[src/rtl/rom_seq_pkg.sv]
// Shared definitions for the program-ROM sequencer: opcode values, FSM state
// encoding and instruction field helpers. The assembler and bench reuse this.
package rom_seq_pkg;

  localparam int OPC_W  = 8;
  localparam int OPND_W = 8;

  // Opcode byte values (instruction bits [7:0])
  localparam logic [OPC_W-1:0] OP_HALT  = 8'h00;
  localparam logic [OPC_W-1:0] OP_DELAY = 8'h10;
  localparam logic [OPC_W-1:0] OP_EMIT  = 8'h20;
  localparam logic [OPC_W-1:0] OP_JUMP  = 8'h40;

  typedef enum logic [2:0] {
    S_IDLE  = 3'd0,
    S_FETCH = 3'd1,
    S_EMIT  = 3'd2,
    S_DELAY = 3'd3,
    S_HALT  = 3'd4
  } state_t;

  // Opcode field OPC = [7:0]
  function automatic logic [OPC_W-1:0] get_opc(input logic [15:0] word);
    return word[7:0];
  endfunction

  // Operand field OPND = [15:8]
  function automatic logic [OPND_W-1:0] get_opnd(input logic [15:0] word);
    return word[15:8];
  endfunction

endpackage

[src/rtl/rom_seq_delay_cnt.sv]
// Down-counter behind the DELAY instruction. Loaded with the operand when a
// non-zero DELAY is decoded, decremented once per DELAY cycle; done flags the
// last DELAY cycle so an operand of N yields exactly N cycles.
module rom_seq_delay_cnt
  import rom_seq_pkg::*;
(
  input  logic              clk,
  input  logic              rst_n,
  input  logic              load,
  input  logic              dec,
  input  logic [OPND_W-1:0] operand,
  output logic              done
);

  logic [OPND_W-1:0] cnt_q;
  logic [OPND_W-1:0] cnt_d;

  // Next count: load wins, otherwise count down while in DELAY, floor at zero
  always_comb begin
    cnt_d = cnt_q;
    if (load) begin
      cnt_d = operand;
    end else if (dec && (cnt_q != '0)) begin
      cnt_d = cnt_q - OPND_W'(1);
    end
  end

  // Count register
  always_ff @(posedge clk or negedge rst_n) begin
    if (!rst_n) begin
      cnt_q <= '0;
    end else begin
      cnt_q <= cnt_d;
    end
  end

  assign done = (cnt_q == OPND_W'(1));

endmodule

[src/rtl/rom_sequencer.sv]
// Program-ROM sequencer: drives the ROM address from the program counter,
// decodes each fetched word in the FETCH cycle (no instruction register) and
// executes EMIT / JUMP / DELAY / HALT. EMIT operands leave on a valid/ready
// port that holds its data until the consumer takes it.
module rom_sequencer
  import rom_seq_pkg::*;
#(
  parameter int                ADDR_W     = 8,
  parameter int                INSTR_W    = 16,
  parameter logic [ADDR_W-1:0] START_ADDR = '0
) (
  input  logic               clk,
  input  logic               rst_n,
  input  logic               start,
  output logic [ADDR_W-1:0]  addrRd,
  input  logic [INSTR_W-1:0] dataRd,
  output logic [7:0]         out_data,
  output logic               out_valid,
  input  logic               out_ready,
  output logic               busy,
  output logic               halted,
  output logic               err
);

  state_t            state_q, state_d;
  logic [ADDR_W-1:0] pc_q, pc_d;
  logic [7:0]        out_data_q, out_data_d;
  logic              out_valid_q, out_valid_d;
  logic              err_q, err_d;
  logic              busy_q, busy_d;
  logic              halted_q, halted_d;

  logic [OPC_W-1:0]  opc;
  logic [OPND_W-1:0] opnd;
  logic              dly_load;
  logic              dly_dec;
  logic              dly_done;

  assign opc  = get_opc(dataRd[15:0]);
  assign opnd = get_opnd(dataRd[15:0]);

  rom_seq_delay_cnt u_delay_cnt (
    .clk     (clk),
    .rst_n   (rst_n),
    .load    (dly_load),
    .dec     (dly_dec),
    .operand (opnd),
    .done    (dly_done)
  );

  assign dly_dec = (state_q == S_DELAY);

  // Next-state and datapath decode; FETCH acts on the live ROM word
  always_comb begin
    state_d     = state_q;
    pc_d        = pc_q;
    out_data_d  = out_data_q;
    out_valid_d = out_valid_q;
    err_d       = err_q;
    dly_load    = 1'b0;

    unique case (state_q)
      S_IDLE, S_HALT: begin
        // start is only honoured when not executing
        if (start) begin
          pc_d    = START_ADDR;
          err_d   = 1'b0;
          state_d = S_FETCH;
        end
      end

      S_FETCH: begin
        unique case (opc)
          OP_EMIT: begin
            out_data_d  = opnd;
            out_valid_d = 1'b1;
            state_d     = S_EMIT;
          end
          OP_JUMP: begin
            pc_d = ADDR_W'(opnd);
          end
          OP_DELAY: begin
            // A zero delay degenerates into a one-cycle NOP
            if (opnd == '0) begin
              pc_d = pc_q + ADDR_W'(1);
            end else begin
              dly_load = 1'b1;
              state_d  = S_DELAY;
            end
          end
          OP_HALT: begin
            // pc keeps pointing at the HALT word
            state_d = S_HALT;
          end
          default: begin
            // Undefined opcode: flag it and skip over the word
            err_d = 1'b1;
            pc_d  = pc_q + ADDR_W'(1);
          end
        endcase
      end

      S_EMIT: begin
        if (out_valid_q && out_ready) begin
          out_valid_d = 1'b0;
          pc_d        = pc_q + ADDR_W'(1);
          state_d     = S_FETCH;
        end
      end

      S_DELAY: begin
        if (dly_done) begin
          pc_d    = pc_q + ADDR_W'(1);
          state_d = S_FETCH;
        end
      end

      default: begin
        state_d = S_IDLE;
      end
    endcase

    busy_d   = (state_d == S_FETCH) || (state_d == S_EMIT) || (state_d == S_DELAY);
    halted_d = (state_d == S_HALT);
  end

  // FSM, program counter and registered status/output state
  always_ff @(posedge clk or negedge rst_n) begin
    if (!rst_n) begin
      state_q     <= S_IDLE;
      pc_q        <= START_ADDR;
      out_data_q  <= '0;
      out_valid_q <= 1'b0;
      err_q       <= 1'b0;
      busy_q      <= 1'b0;
      halted_q    <= 1'b0;
    end else begin
      state_q     <= state_d;
      pc_q        <= pc_d;
      out_data_q  <= out_data_d;
      out_valid_q <= out_valid_d;
      err_q       <= err_d;
      busy_q      <= busy_d;
      halted_q    <= halted_d;
    end
  end

  assign addrRd    = pc_q;
  assign out_data  = out_data_q;
  assign out_valid = out_valid_q;
  assign busy      = busy_q;
  assign halted    = halted_q;
  assign err       = err_q;

endmodule
[config.mk]
export PLATFORM = sky130hd
export DESIGN_NAME = rom_sequencer
export DESIGN_NICKNAME = d
export VERILOG_FILES = /design/src/rtl/rom_seq_pkg.sv /design/src/rtl/rom_seq_delay_cnt.sv /design/src/rtl/rom_sequencer.sv
export SDC_FILE = /design/constraint.sdc
export NUM_CORES = 1
export LEC_CHECK = 0
export BUFFER_PORTS_ARGS = -buffer_cell sky130_fd_sc_hd__buf_4
export CAP_MARGIN = 20
export CORE_MARGIN = 8
export CORE_UTILIZATION = 51
export CTS_CLUSTER_DIAMETER = 60
export CTS_CLUSTER_SIZE = 20
export DETAILED_ROUTE_END_ITERATION = 7
export MAX_ROUTING_LAYER = met4
export PLACE_DENSITY_LB_ADDON = 0.3
export SLEW_MARGIN = 40
export SYNTH_ARGS = -nofsm -noshare
export SYNTH_HDL_FRONTEND = slang
export SYNTH_SLANG_ARGS = --single-unit
export TNS_END_PERCENT = 50
[constraint.sdc]
create_clock -name clk -period 2.36 [get_ports clk]
set_input_delay 0.472 -clock clk [delete_from_list [all_inputs] [get_ports clk]]
set_output_delay 0.472 -clock clk [all_outputs]
set_load 0.005 [all_outputs]
==> out/metrics.yaml, run 1 <==
status: "finished, final reports clean"
core_area_um2: 3280
hold_class: "input port to async pin"
path_class: "flip-flop to flip-flop"
insertion_delay_ns: 0.34
fin_crit_sh: 0.799
fillCellCount: 286
cts_resized: 0
fin_area_um2: 2200
tightest_slew_ns: 0.444
placed_area_um2: 2110
clk_pin_slew_ns: 0.11
fin_util: 0.669
yosys.area.top_type: "dfrtp_1"
seq_area_frac_synth: 0.453
drive_gt1_frac: 0.335
drc: 0
regArea_um2: 776
cts_root_buf: "clkbuf_4"
avgSynthCellArea_um2: 10.1
syn2layout_area_growth_pct: 28.4
slew_viol_final: 0
crit_buf_inv: 0
fin_setup_tns_ns: 0
cts-hold-fix-buffers: 0
drt_iter0_markers: 99
wl_um: 4740
ys_warn_count: 0
fin_crit_ns: 1.89
power.leakage_nw: 1.00
synth_area_um2: 1710
initial_core_util: 0.521
cp_cell_sequence: "nor3b_1 > nand4_1 > o21a_1 > nand3_2 > mux2_2"
cp_slowest_cell: "dfrtp_1"
grt_pass1_wl_um: 7970
multi_input_area_um2: 865
grtUsageMet1: 0.232
wl_per_cell_um: 17.7
worstReg2RegStart: "state_q[1]$_DFF_PN0_"
async_reset_ff_frac: 1.00
netlist.area_leader.share: 0.453
final_nets: 244
numPortBuffers: 39
p_per_area_nw_per_um2: 884
place.gp.congestion: 0.920
use_met2: 0.288
cts_made_buffers: 5
overflow: 0
cts_setup_buffers: 0
synth_area_leaders: "dfrtp_1, mux2_2, o21ai_0, a32oi_1, ha_1"
rows: 21
cp-end-kind: "flip-flop"
vias_per_cell: 6.00
synth_cell_types: 48
cp-start-kind: "flip-flop"
cp_top_family: "simple AND/OR/NAND/NOR gates"
clock_skew_ns: 0.00780
met3_usage: 0.0809
top_usage_layer: "met2"
crit_start: "state_q[1]$_DFF_PN0_"
dpl.hpwl_um: 3570
cts_tree: "done"
route.vias.total: 1602
synth_edf_count: 0
antenna_found_initial: 0
cts_max_path_buffers: 2
h-tree-depth: 2
synth_nets: 194
grt_max_degree: 32
cts_num_sinks: 31
die_w_um: 73.9
ys.flop_type: "dfrtp_1"
ys_ff_latch: 31
io_pins: 40
crit_required_ns: 2.59
max-vdd-ir-drop_v: 0.000615
fmax_ghz: 0.530
max-cap-violations: 0
grt_usage: 0.195
setup_viol: 0
slew_headroom: 0.701
n_antenna_cell: 0
die_h_um: 73.9
cp_max_fo: 8
antenna_left: 0
drtPass1Iterations: 4
slowest_delay_ns: 0.50
grt_pass1_vias: 1679
rsz0062_at_grt: "no"
synthCells: 170
finalHoldViolations: 0
die_area_um2: 5470
critical_path_arrival_ns: 2.12
state kept, by name (all words and copies together), names as in the netlist:
signal	flops
busy	1
out_data	8
halted	1
u_delay_cnt.cnt_q	8
out_valid	1
addrRd	8
state_q	3
err	1
cell type report:
type	instances	area share
clock inverter	2	0.0159
tap	46	0.0262
clock buffer	6	0.0233
sequential	31	0.353
timing repair buffer	49	0.167
multi-input combinational	121	0.394
inverter	12	0.0205
routing by layer:
layer	vias up	wire, um
met1	782	2110
li1	741	-
met3	14	430
met2	65	2100
met4	0	94
met5	-	0
worst register-to-register path, delay by kind of cell (launching register included):
family / cells / cell delay (ns)
simple gates: 3 / 0.76
flops: 1 / 0.50
mux: 1 / 0.36
compound gates: 1 / 0.17
metrics by stage:
| stage | hold WS [ns] | setup slack (ns) | total power [mW] | cells |
|---|---|---|---|---|
| finish | 0.0381 | 0.474 | 1.94 | 267 |
| global route | 0.0497 | 0.305 | 2.07 | 267 |
| CTS | 0.0572 | 0.464 | 1.95 | 267 |
| detailed placement | 0.429 | 0.169 | 1.50 | 259 |
| global placement | 0.429 | 0.188 | 1.46 | 259 |
| floorplan | 0.176 | 0.255 | 1.19 | 170 |
cells in the final DEF, fill, tap and decap left out, types with 2 or more instances in the layout:
cell / synthesis / routed
buf_4: 0 / 49
dfrtp_1: 31 / 31
inv_1: 12 / 12
nand2_1: 12 / 12
o21ai_0: 11 / 11
mux2_2: 9 / 9
nor2_1: 7 / 7
nand3_1: 6 / 6
a32oi_1: 6 / 6
nor4_1: 5 / 5
a21oi_1: 5 / 5
clkbuf_4: 0 / 5
o211ai_1: 4 / 4
and3_1: 4 / 4
ha_1: 4 / 4
nor3b_1: 3 / 3
nand4_1: 3 / 3
or3_1: 3 / 3
o21bai_1: 3 / 3
a41o_1: 3 / 3
nor3_1: 2 / 2
or2_2: 2 / 2
o2bb2ai_1: 2 / 2
or4_1: 2 / 2
xor2_1: 2 / 2
synth_stat cells, drive strengths merged (4+ instances only):
library cell and n:
nor4 6, ha 4, o21ai 11, nor2 7, a21oi 5, inv 12, mux2 9, dfrtp 31
o211ai 4, a32oi 6, nand3 7, nand2 12, and3 4
power breakdown:
part / internal [mW] / switching (mW) / total [mW] / leakage, nW
Clock: 0.250 / 0.200 / 0.450 / 0.0482
Sequential: 0.655 / 0.128 / 0.783 / 0.380
Combinational: 0.360 / 0.349 / 0.709 / 0.574
final timing paths:
kind / to / slack, ns / cells after the start
max: addrRd[0]$_DFFE_PN0P_ / 0.47 / 5
min: state_q[2]$_DFF_PN0_ / 0.04 / 1
max reg2reg: addrRd[0]$_DFFE_PN0P_ / 0.47 / 5
min reg2reg: out_data[1]$_DFFE_PN0P_ / 0.51 / 2
max in group asynchronous: addrRd[0]$_DFFE_PN0P_ / 2.03 / 1
min in group clk: out_valid$_DFFE_PN0P_ / 0.34 / 2
kinds of logic (layout without fill, tap and decap cells):
family / after synthesis / count (layout) / synth area share
buffers and inverters: 18 / 69 / 0.0417
adder cells (fa/ha/maj): 4 / 4 / 0.0292
XOR/XNOR: 3 / 3 / 0.0154
multiplexers: 9 / 9 / 0.0592
AO/OA/AOI/OAI: 47 / 47 / 0.204
AND/OR/NAND/NOR: 58 / 58 / 0.197
flip-flops: 31 / 31 / 0.453
No activity file was read; power rests on OpenSTA's default activity.
==> run 2: changes to the inputs <==
==> constraint.sdc (replaced) <==
create_clock -name clk -period 1.76 [get_ports clk]
set_input_delay 0.352 -clock clk [delete_from_list [all_inputs] [get_ports clk]]
set_output_delay 0.352 -clock clk [all_outputs]
set_load 0.005 [all_outputs]
==> run 2 against run 1 <==
Net effect: critical path depth is the same; sequential power up 34%; final cell count is 16% higher; via count up 14%; highest routed layer unchanged; the run now ends with setup timing left; largest power group is now combinational logic; flip-flop and latch count stayed put; fmax rose by 3.9%.
==> out/metrics.yaml, run 2 (synthesis gave the netlist of run 1 again) <==
status: "finished with violations"
failed_checks: "setup timing"
cts_tree: "done"
clock_skew_ns: 0.0126
vias_per_cell: 5.89
fin_crit_sh: 1.03
p_clk_frac: 0.147
max-vdd-ir-drop_v: 0.000841
drtPass1Iterations: 5
hold_class: "input port to flip-flop"
hold_slack_ns: 0.228
fin_area_um2: 2590
fin_util: 0.787
h-tree-depth: 2
grt_usage: 0.214
drive_gt1_frac: 0.502
fmax_ghz: 0.551
pwr-share-seq: 0.377
place_ws_ns: -0.354
cts_root_buf: "clkbuf_4"
placed_area_um2: 2380
multi_input_area_um2: 952
grt_pass1_vias: 1830
slew_viol_final: 0
grt_max_degree: 32
grt_pass1_wl_um: 8700
finalHoldViolations: 0
clk_pin_slew_ns: 0.11
wl_per_cell_um: 17.8
antenna_found_initial: 0
rsz0062_at_grt: "yes"
numPortBuffers: 39
final_common_cell: "buf_4"
route.vias.total: 1819
p_per_area_nw_per_um2: 1080
setup_viol: 5
dp.cells: 293
dpl.hpwl_um: 4050
drc: 0
layout_common_cells: "buf_4, dfrtp_1, inv_1"
rows: 21
fin_setup_tns_ns: -0.131
wl_um: 5510
critical_path_arrival_ns: 2.07
regArea_um2: 781
tightest_slew_ns: 0.429
cts_max_path_buffers: 2
die_h_um: 73.9
power.leakage_nw: 1.21
power.total_mw: 2.79
cp_max_fo: 6
syn2layout_area_growth_pct: 51.1
cts_made_buffers: 5
core_area_um2: 3280
die_area_um2: 5470
max-cap-violations: 0
drt_iter0_markers: 156
crit_required_ns: 2.02
antenna_left: 0
fillCellCount: 232
place.gp.congestion: 0.896
fin_ws_ns: -0.0549
pwr-share-comb: 0.476
insertion_delay_ns: 0.33
layout.cells.non_filler: 309
cp-start-kind: "flip-flop"
n_antenna_cell: 0
die_w_um: 73.9
io_pins: 40
slew_headroom: 0.711
power_switching_mw: 1.02
overflow: 0
cp-end-kind: "flip-flop"
fin_crit_ns: 1.81
initial_core_util: 0.521
path_class: "flip-flop to flip-flop"
p_sw_frac: 0.367
cts_num_sinks: 31
final_nets: 286
internal_power_mw: 1.77
## run 2: cell types whose count changed in the layout (fill, tap and decap cells not counted), moves of 2 or more
cell,delta
buf_4,+39
dfrtp_1,-4
dfrtp_2,+4
o21ai_0,-4
o21ai_1,+4
nor4_1,-3
buf_6,+2
clkinvlp_4,+2
nor4_2,+2
or2_4,+2
or3_1,-2
or3_4,+2
or4_1,-2
or4_4,+2
## run 2: path summary, 6_finish.rpt
check                                         from                                to  slack [ns]  cells after the start
max reg2reg                   state_q[2]$_DFF_PN0_  u_delay_cnt.cnt_q[5]$_DFFE_PN0P_       -0.05                      5
max                           state_q[2]$_DFF_PN0_  u_delay_cnt.cnt_q[5]$_DFFE_PN0P_       -0.05                      5
min reg2reg                out_data[1]$_DFFE_PN0P_           out_data[1]$_DFFE_PN0P_        0.50                      2
min                                      out_ready             out_valid$_DFFE_PN0P_        0.23                      2
max in group asynchronous                    rst_n              state_q[1]$_DFF_PN0_        0.96                      2
min in group asynchronous                    rst_n           out_data[1]$_DFFE_PN0P_        0.47                      2
## run 2: worst max-delay path, cell delays in order, from the launching register on
cell,delay [ns]
dfrtp_2,0.46
nand3b_1,0.21
a31o_4,0.25
or4_4,0.50
xor2_2,0.19
o21ai_1,0.12
## run 2: layout make-up
type | instances | share of cell area
multi-input combinational | 121 | 0.368
sequential | 31 | 0.302
timing repair buffer | 91 | 0.268
tap | 46 | 0.0223
inverter | 12 | 0.0174
clock buffer | 5 | 0.0145
clock inverter | 3 | 0.00774
## run 2: power groups by stage
| stage | Sequential (mW) | Clock, mW | Combinational (mW) |
|---|---|---|---|
| after global routing | 1.07 | 0.458 | 1.43 |
| final | 1.05 | 0.410 | 1.33 |
| after global placement | 1.03 | 0 | 1.13 |
| after detailed placement | 1.04 | 0 | 1.18 |
| after floorplan | 1.02 | 0 | 0.573 |
| after CTS | 1.04 | 0.426 | 1.22 |
## run 2: repair_timing
item,CTS,global route
buffers inserted,3,4
gates resized for setup,11,16
hold endpoints to repair,31,0
gates cloned,0,0
pin swaps,5,6
endpoints found under the setup margin,8,13
hold buffers,1,0
## run 2: routing by layer
metal | share of wire | vias up | track usage
met5 | 0 | - | -
met4 | 0.020 | 0 | 0.0754
met3 | 0.074 | 19 | 0.0606
met2 | 0.50 | 93 | 0.349
met1 | 0.41 | 881 | 0.245
li1 | - | 826 | -
==> run 3: changes to the inputs <==
--- a/config.mk
+++ b/config.mk
@@ -5,6 +5,7 @@
 export SDC_FILE = /design/constraint.sdc
 export NUM_CORES = 1
 export LEC_CHECK = 0
+export ABC_AREA = 1
 export BUFFER_PORTS_ARGS = -buffer_cell sky130_fd_sc_hd__buf_4
 export CAP_MARGIN = 20
 export CORE_MARGIN = 8
==> run 3 against run 2 <==
Net effect: the flow finishes with violations (hold timing); utilization shrank 15 points; setup slack gained 0.26 ns; via count grew 6.7%; total power grew 12%; die area grew 15%; fmax grew 16%; synthesized cell count grew 68%; clock skew shrank 0.0040 ns; critical path depth grew 3; non-clock buffer count shrank 51; synthesized area grew 19%; critical endpoint is now addrRd[5]$_DFFE_PN0P_; largest cell class unchanged.
==> out/metrics.yaml, run 3 <==
cp-start-kind: "flip-flop"
synth_area_um2: 2030
antenna_found_initial: 0
wl_per_cell_um: 13.1
grt_pass1_vias: 1883
overflow: 0
drive_gt1_frac: 0.245
dp.cells: 373
cp_cell_sequence: "inv_2 > nand3_4 > inv_4 > nand3_2 > nand3_2 > nor2_4 > nand2_1 > nand2_1"
insertion_delay_ns: 0.29
final_common_cell: "nand2_1"
synthXorXnorAreaFrac: 0.0172
slew_headroom: 0.735
dpl.hpwl_um: 3870
n_antenna_cell: 0
synthCells: 286
ys_ff_latch: 31
cts_made_buffers: 5
cp-end-kind: "flip-flop"
max-vdd-ir-drop_v: 0.000678
synth_top_family_by_area: "simple AND/OR/NAND/NOR gates"
power.total_mw: 3.13
h-tree-depth: 2
slew_viol_final: 0
ys_warn_count: 0
initial_core_util: 0.519
setup_viol: 0
synthMuxAreaShare: 0
layout.cells.non_filler: 381
synth_edf_count: 0
hold_class: "input port to async pin"
cts_resized: 0
critical_path_arrival_ns: 1.74
cts_tree: "done"
pwr-share-seq: 0.352
cts_num_sinks: 31
wl_um: 4980
yosys.area.top_type: "dfrtp_1"
cts-hold-fix-buffers: 0
netlist.area_leader.share: 0.382
synth_area_leaders: "dfrtp_1, nand2_1, nand3_1, inv_1, nor2_1"
failed_checks: "hold timing"
clk_pin_slew_ns: 0.07
place.gp.congestion: 0.893
avgSynthCellArea_um2: 7.10
seq_area_frac_synth: 0.382
finalHoldViolations: 15
hold_slack_ns: -0.0176
final_nets: 354
grt_max_degree: 32
cp_max_fo: 12
yosys.area_share.simple: 0.411
internal_power_mw: 1.83
cts_root_buf: "clkbuf_8"
status: "finished with violations"
yosysMostFrequentCell: "nand2_1"
cp_slowest_cell: "dfrtp_1"
max-cap-violations: 0
drt_iter0_markers: 171
crit_required_ns: 1.94
layout_common_cells: "nand2_1, buf_4, dfrtp_1"
pwr-share-comb: 0.446
antenna_left: 0
fin_crit_ns: 1.56
die_h_um: 79.1
p_per_area_nw_per_um2: 1260
grt_usage: 0.173
route.vias.total: 1941
ys.flop_type: "dfrtp_1"
synth-compound-area-share: 0.0887
p_clk_frac: 0.202
synth-adder-area-share: 0.0246
cts_max_path_buffers: 2
numPortBuffers: 39
slowest_delay_ns: 0.45
drc: 0
synth_common_cells: "nand2_1, dfrtp_1, nand3_1"
die_area_um2: 6260
synth_nets: 310
async_reset_ff_frac: 1.00
syn2layout_area_growth_pct: 21.9
p_sw_frac: 0.415
core_area_um2: 3910
rows: 23
fin_util: 0.633
fin_area_um2: 2480
cts_setup_buffers: 0
path_class: "flip-flop to flip-flop"
placed_area_um2: 2380
tightest_slew_ns: 0.398
power_switching_mw: 1.30
rsz0062_at_grt: "no"
fin_setup_tns_ns: 0
drtPass1Iterations: 4
clock_skew_ns: 0.00861
fmax_ghz: 0.641
grt_pass1_wl_um: 8540
power.leakage_nw: 1.34
io_pins: 40
synth_cell_types: 30
die_w_um: 79.1
fin_crit_sh: 0.886
vias_per_cell: 5.09
run 3: cell count changes after synthesis, sizes merged, moves of 3 or more:
cell	before	now
a32oi	6	0
a41o	3	0
and3	4	0
clkbuf	3	0
inv	12	36
mux2	9	0
nand2	12	106
nand3	7	33
nor2	7	33
nor3b	3	0
nor4	6	0
o21ai	11	14
or3	3	0
or4	3	0
run 3: final timing paths:
| kind | start | end | slack, ns | depth (start not counted) |
|---|---|---|---|---|
| max in group asynchronous | rst_n | out_data[2]$_DFFE_PN0P_ | 1.48 | 1 |
| hold reg to reg | out_data[2]$_DFFE_PN0P_ | out_data[2]$_DFFE_PN0P_ | 0.49 | 2 |
| setup / recovery | state_q[2]$_DFF_PN0_ | addrRd[5]$_DFFE_PN0P_ | 0.20 | 8 |
| setup reg to reg | state_q[2]$_DFF_PN0_ | addrRd[5]$_DFFE_PN0P_ | 0.20 | 8 |
| min in group clk | out_ready | out_valid$_DFFE_PN0P_ | 0.24 | 2 |
| hold / removal | rst_n | state_q[2]$_DFF_PN0_ | -0.02 | 1 |
run 3: area by class of cell:
class / instances / area (um^2)
sequential: 31 / 776
inverter: 36 / 138
clock buffer: 8 / 100
timing repair buffer: 40 / 300
multi-input combinational: 216 / 1100
tap: 50 / 62.6
fill: 363 / 1440
run 3: routing by layer:
layer / global-route usage / part of all wire / wire [um]
met1: 0.201 / 0.44 / 2200
met2: 0.288 / 0.50 / 2510
met3: 0.0350 / 0.040 / 197
met4: 0.0593 / 0.014 / 72
met5: - / 0 / 0
run 3: power groups by stage:
stage / Combinational (mW) / Clock (mW) / Sequential (mW)
after detailed placement: 1.40 / 0 / 1.11
final: 1.40 / 0.634 / 1.10
after global routing: 1.56 / 0.664 / 1.13
after CTS: 1.41 / 0.635 / 1.10
after global placement: 1.36 / 0 / 1.10
after floorplan: 0.984 / 0 / 1.08
run 3: cell families after synthesis:
logic type                 Yosys count
AOI/OAI and AO/OA                   30
xor gates and xnor gates             4
adders and majority gates            4
buffers and inverters               39
DFF                                 31
and+or+nand+nor                    178
run 3: critical path: cells and delay by family (launching register included):
family	cells	cell delay [ns]
flops	1	0.45
buf+inv	2	0.27
simple gates	6	0.73
run 3: per-stage QoR:
step | setup WS, ns | hold slack, ns
2_1_floorplan | 0.415 | 0.0564
3_3_place_gp | 0.150 | 0.310
3_5_place_dp | 0.116 | 0.312
4_1_cts | 0.178 | 0.00343
5_1_grt | 0.0829 | 0.0280
6_report | 0.200 | -0.0176
